$ cat config.mk
export PLATFORM = sky130hd
export DESIGN_NAME = seq_restoring_divider
export DESIGN_NICKNAME = d
export VERILOG_FILES = /design/src/rtl/seq_restoring_divider_pkg.sv /design/src/rtl/seq_restoring_divider_trial_sub.sv /design/src/rtl/seq_restoring_divider.sv
export SDC_FILE = /design/constraint.sdc
export NUM_CORES = 1
export LEC_CHECK = 0
export ABC_AREA = 1
export BUFFER_PORTS_ARGS = -buffer_cell sky130_fd_sc_hd__clkbuf_2
export CELL_PAD_IN_SITES_DETAIL_PLACEMENT = 1
export CELL_PAD_IN_SITES_GLOBAL_PLACEMENT = 1
export CORE_MARGIN = 5
export CORE_UTILIZATION = 37
export DETAILED_ROUTE_END_ITERATION = 12
export PLACE_DENSITY_LB_ADDON = 0.1
export SLEW_MARGIN = 20
export SYNTH_ARGS = -nofsm -noshare
export SYNTH_HDL_FRONTEND = slang
export SYNTH_SLANG_ARGS = --single-unit
$ cat constraint.sdc
create_clock -name clk -period 1.5 [get_ports clk]
set_input_delay 0.3 -clock clk [delete_from_list [all_inputs] [get_ports clk]]
set_output_delay 0.3 -clock clk [all_outputs]
set_load 0.01 [all_outputs]
$ cat src/rtl/seq_restoring_divider_pkg.sv
// Shared definitions for the sequential restoring divider: FSM state encodings
// and the iteration-counter width helper.
package seq_restoring_divider_pkg;

  typedef enum logic [1:0] {
    IDLE = 2'd0,
    RUN  = 2'd1,
    DONE = 2'd2
  } state_t;

  // Width of a counter that spans 2n iterations, never narrower than one bit.
  function automatic int cnt_width(input int n);
    return (2 * n > 1) ? $clog2(2 * n) : 1;
  endfunction

endpackage

$ cat src/rtl/seq_restoring_divider_trial_sub.sv
// Trial subtraction for one restoring-division step: (N+1)-bit minuend minus
// the N-bit divisor, giving the low N bits of the difference and a borrow flag.
module div_trial_sub
  import seq_restoring_divider_pkg::*;
#(
  parameter int N = 4
) (
  input  logic [N:0]   minuend,
  input  logic [N-1:0] subtrahend,
  output logic [N-1:0] difference,
  output logic         borrow
);

  // A true borrow: a zero divisor can never borrow, so every trial succeeds.
  // For a nonzero divisor this equals the top bit of the (N+1)-bit difference.
  always_comb begin
    borrow     = (minuend < {1'b0, subtrahend});
    difference = minuend[N-1:0] - subtrahend;
  end

endmodule

$ cat src/rtl/seq_restoring_divider.sv
// Sequential restoring divider: 2N-bit dividend / N-bit divisor, one quotient bit
// per clock. Define DIV_ZERO_FAST_EN to add div_by_zero and a one-cycle zero-divisor path.
module seq_restoring_divider
  import seq_restoring_divider_pkg::*;
#(
  parameter int N = 4
) (
  input  logic           clk,
  input  logic           rst,
  input  logic           start,
  input  logic [2*N-1:0] dividend,
  input  logic [N-1:0]   divisor,
  output logic           busy,
  output logic           done,
  output logic [2*N-1:0] quotient,
  output logic [N-1:0]   remainder
`ifdef DIV_ZERO_FAST_EN
  ,
  output logic           div_by_zero
`endif
);

  localparam int CNT_W = cnt_width(N);
  localparam logic [CNT_W-1:0] LAST_ITER = CNT_W'(2 * N - 1);

  state_t           state;
  logic [CNT_W-1:0] cnt;
  logic [N-1:0]     p;
  logic [2*N-1:0]   q;
  logic [N-1:0]     dvs;

  logic             accept;
  logic [N:0]       minuend;
  logic [N-1:0]     diff;
  logic             borrow;
  logic [N-1:0]     p_next;
  logic [2*N-1:0]   q_next;

  assign accept  = start && ((state == IDLE) || (state == DONE));
  assign minuend = {p, q[2*N-1]};

  div_trial_sub #(.N(N)) u_trial (
    .minuend    (minuend),
    .subtrahend (dvs),
    .difference (diff),
    .borrow     (borrow)
  );

  // On a failed trial the shifted value is below the divisor, so N bits hold it.
  assign p_next = borrow ? minuend[N-1:0] : diff;
  assign q_next = {q[2*N-2:0], ~borrow};

  // Datapath registers: loaded on accept, stepped while running.
  always_ff @(posedge clk) begin
    if (accept) begin
      p   <= '0;
      q   <= dividend;
      dvs <= divisor;
    end else if (state == RUN) begin
      p <= p_next;
      q <= q_next;
    end
  end

  // Control FSM and registered outputs.
  always_ff @(posedge clk or posedge rst) begin
    if (rst) begin
      state     <= IDLE;
      cnt       <= '0;
      busy      <= 1'b0;
      done      <= 1'b0;
      quotient  <= '0;
      remainder <= '0;
`ifdef DIV_ZERO_FAST_EN
      div_by_zero <= 1'b0;
`endif
    end else begin
      done <= 1'b0;
      case (state)
        IDLE, DONE: begin
          if (start) begin
            cnt <= '0;
`ifdef DIV_ZERO_FAST_EN
            div_by_zero <= 1'b0;
            if (divisor == '0) begin
              state       <= DONE;
              done        <= 1'b1;
              div_by_zero <= 1'b1;
              quotient    <= '1;
              remainder   <= dividend[N-1:0];
            end else begin
              state <= RUN;
              busy  <= 1'b1;
            end
`else
            state <= RUN;
            busy  <= 1'b1;
`endif
          end else if (state == DONE) begin
            state <= IDLE;
          end
        end
        RUN: begin
          cnt <= cnt + 1'b1;
          if (cnt == LAST_ITER) begin
            state     <= DONE;
            busy      <= 1'b0;
            done      <= 1'b1;
            quotient  <= q_next;
            remainder <= p_next;
          end
        end
        default: begin
          state <= IDLE;
          busy  <= 1'b0;
        end
      endcase
    end
  end

endmodule

==> results.ini <==
[detailed_routing]
ant_nets=0
viasPerCell=4.71
wl_per_cell_um=14.7
vias=1230
first_iter_violations=63
routed_wl_mm=3.84
drc=0
first_pass_iters=4

[placed_design]
placed_area_sq_mm=0.00188
post-place-ws_ns=-0.0390
dp_hpwl_mm=2.81
globalplace.congestion=0.825
port_buffers=28

[setup_path]
required_ns=1.69
cp_slowest_stage_delay_ns=0.37
crit_chain=inv_2, ha_4, inv_4, fa_2, xor2_1, nand2_1, nand2_1, nand2_1, nand2_1
worst_r2r_path_depth=9
slowest_stage=edfxtp_1
critPathLaunchType=flip-flop
worstSetupPathType=flip-flop to flip-flop
critPathMaxFanout=3
crit_path_frequent_cell=nand2_1
worst-path-stages=9
crit_family=adder cells
end_kind=flip-flop
critPathBufInv=2
cp_data_arrival_time_ns=1.66

[global_routing]
grt_pass1_wl_mm=6.31
grt_max_degree=21
grt_pass1_vias=1331
antenna_found_initial=0
grt_overflow_total=0
grtUsageTotal_pct=15.3

[timing]
max_slew.worst_pin.slew_ns=0.270
finClkSkew_ns=0.00859
final.period_utilization_pct=98.1
hold-worst-slack_ns=0.0148
relSlewSlack_pct=82.0
finalCriticalPeriod_ns=1.47
finalMaxSlewViolations=0
finalSetupViolCount=0
setup_slack_ns=0.0291
hold_viol=0
rsz0062_at_grt=true
max_freq_mhz=680

[synth]
yosysSeqAreaShare_pct=57.3
synth_common_cells=nand2_1 (53), inv_1 (22), dfrtp_1 (19)
synth_mux_area_share_pct=0
synth_edf_count=12
yosys.area_share.simple_pct=19.6
ys_types=22
synth_ff_type=dfrtp_1
yosys_warnings=0
syn_nets=185
ys_top_cells_by_area=dfrtp_1 (30%), edfxtp_1 (23%), nand2_1 (12%)
synth.most_common_cell=nand2_1
synth_top_family_by_area=simple AND/OR/NAND/NOR gates
yosysTopAreaCell=dfrtp_1
synth_xor_area_share_pct=0.548
ys_ff_latch=35
avgSynthCellArea_sq_um=9.81
synth_cells=163
netlist.area_leader.share_pct=29.7
synth_compound_area_share_pct=8.45
synth_fa_ha_area_share_pct=5.95
netlist_area_sq_mm=0.00160
async_flop_share_pct=54.3

[layout]
fillers=516
post-route-util_pct=48.3
nets=230
design_area_sq_mm=0.00206
drive_above_1_share_pct=38.8
syn2layout_area_growth_pct=28.7
antennaDiodeCount=0

[cts]
cts_made_buffers=5
htree_levels=2
cts-root-buf=clkbuf_8
clock_sinks=35
clock_path_buffers=2
cts_tree=yes
path_clk_slew_ns=0.07
insertion_delay_ns=0.29

[die]
fp.dieArea_sq_mm=0.00574
chipHeight_um=75.7
rows=24
die_w_um=75.7
num_io_pins=29
initial_core_util_pct=37.5
core_sq_mm=0.00426

[power_and_ir_drop]
power.density_mw_per_mm2=2320
ir_drop_mv=0.945
p_leak_nw=1.05

[flow_run]
maxCapViolCount=0

[run_status]
outcome=completed

[worst_hold_path]
hold_path_class=input pin to async pin

==> final timing paths <==
kind | startpoint | to | slack, ns
hold reg to reg | busy | busy | 0.48
setup reg to reg | q[7] | p[2] | 0.03
max in group asynchronous | rst | remainder[0] | 1.27
setup / recovery | q[7] | p[2] | 0.03
hold / removal | rst | remainder[3] | 0.01
min in group clk | divisor[2] | dvs[2] | 0.18
==> per-stage QoR <==
step,cells,total power [mW],TNS (ns)
2_1_floorplan,163,3.07,0
3_3_place_gp,250,3.79,-0.0436
3_5_place_dp,250,3.89,-0.105
4_1_cts,259,4.67,0
5_1_grt,261,5.21,-0.180
6_report,261,4.77,0
==> registers in the layout, indices dropped and copies added, names as in the netlist <==
signal,flops
busy,1
cnt,3
done,1
dvs,4
p,4
q,8
quotient,8
remainder,4
state,2
==> report_power, final <==
| part | internal, mW | switching [mW] | total (mW) |
|---|---|---|---|
| Clock | 0.326 | 0.337 | 0.663 |
| Sequential | 1.51 | 0.233 | 1.74 |
| Combinational | 0.987 | 1.38 | 2.37 |
| Total | 2.82 | 1.95 | 4.77 |
==> layer usage <==
layer | track usage [%] | part of all wire [%] | vias up
met5 | 0 | 0 | -
met4 | 6.41 | 1.5 | 0
met3 | 4.22 | 3.6 | 5
met2 | 25.5 | 51 | 21
met1 | 18.5 | 44 | 598
li1 | - | - | 606
==> timing repair <==
action	in CTS	in global routing
setup endpoints to repair	13	17
pin swaps	1	5
resized for setup	9	13
hold buffers	0	0
buffers inserted	1	2
==> kinds of logic (layout without fill, tap and decap cells) <==
| group | after synthesis | after routing |
|---|---|---|
| and+or+nand+nor | 72 | 72 |
| AOI/OAI and AO/OA | 19 | 19 |
| buffers and inverters | 29 | 75 |
| adders and majority gates | 7 | 7 |
| xor gates and xnor gates | 1 | 1 |
| DFF | 35 | 35 |
==> cells in the final DEF (no fill, tap or decap), types with 5 or more instances in the layout <==
master	Yosys	routed
buf_4	0	11
clkbuf_2	0	28
clkbuf_8	0	5
dfrtp_1	19	19
edfxtp_1	12	12
inv_1	22	17
inv_2	2	6
nand2_1	53	51
nand3_2	0	7
o21ai_0	8	8
o21ai_2	8	8
==> final cells by class <==
type / count / area (sq um) / share of cell area, %
sequential: 35 / 916 / 44.5
multi-input combinational: 99 / 623 / 30.3
timing repair buffer: 41 / 263 / 12.8
inverter: 26 / 110 / 5.35
clock buffer: 7 / 76.3 / 3.71
tap: 52 / 65.1 / 3.16
clock inverter: 1 / 5.00 / 0.243
==> worst min-delay path: cells and delay by family <==
family                 cells  cell delay (ns)
buffers and inverters      3             0.39
(Power assumes the default switching activity.)
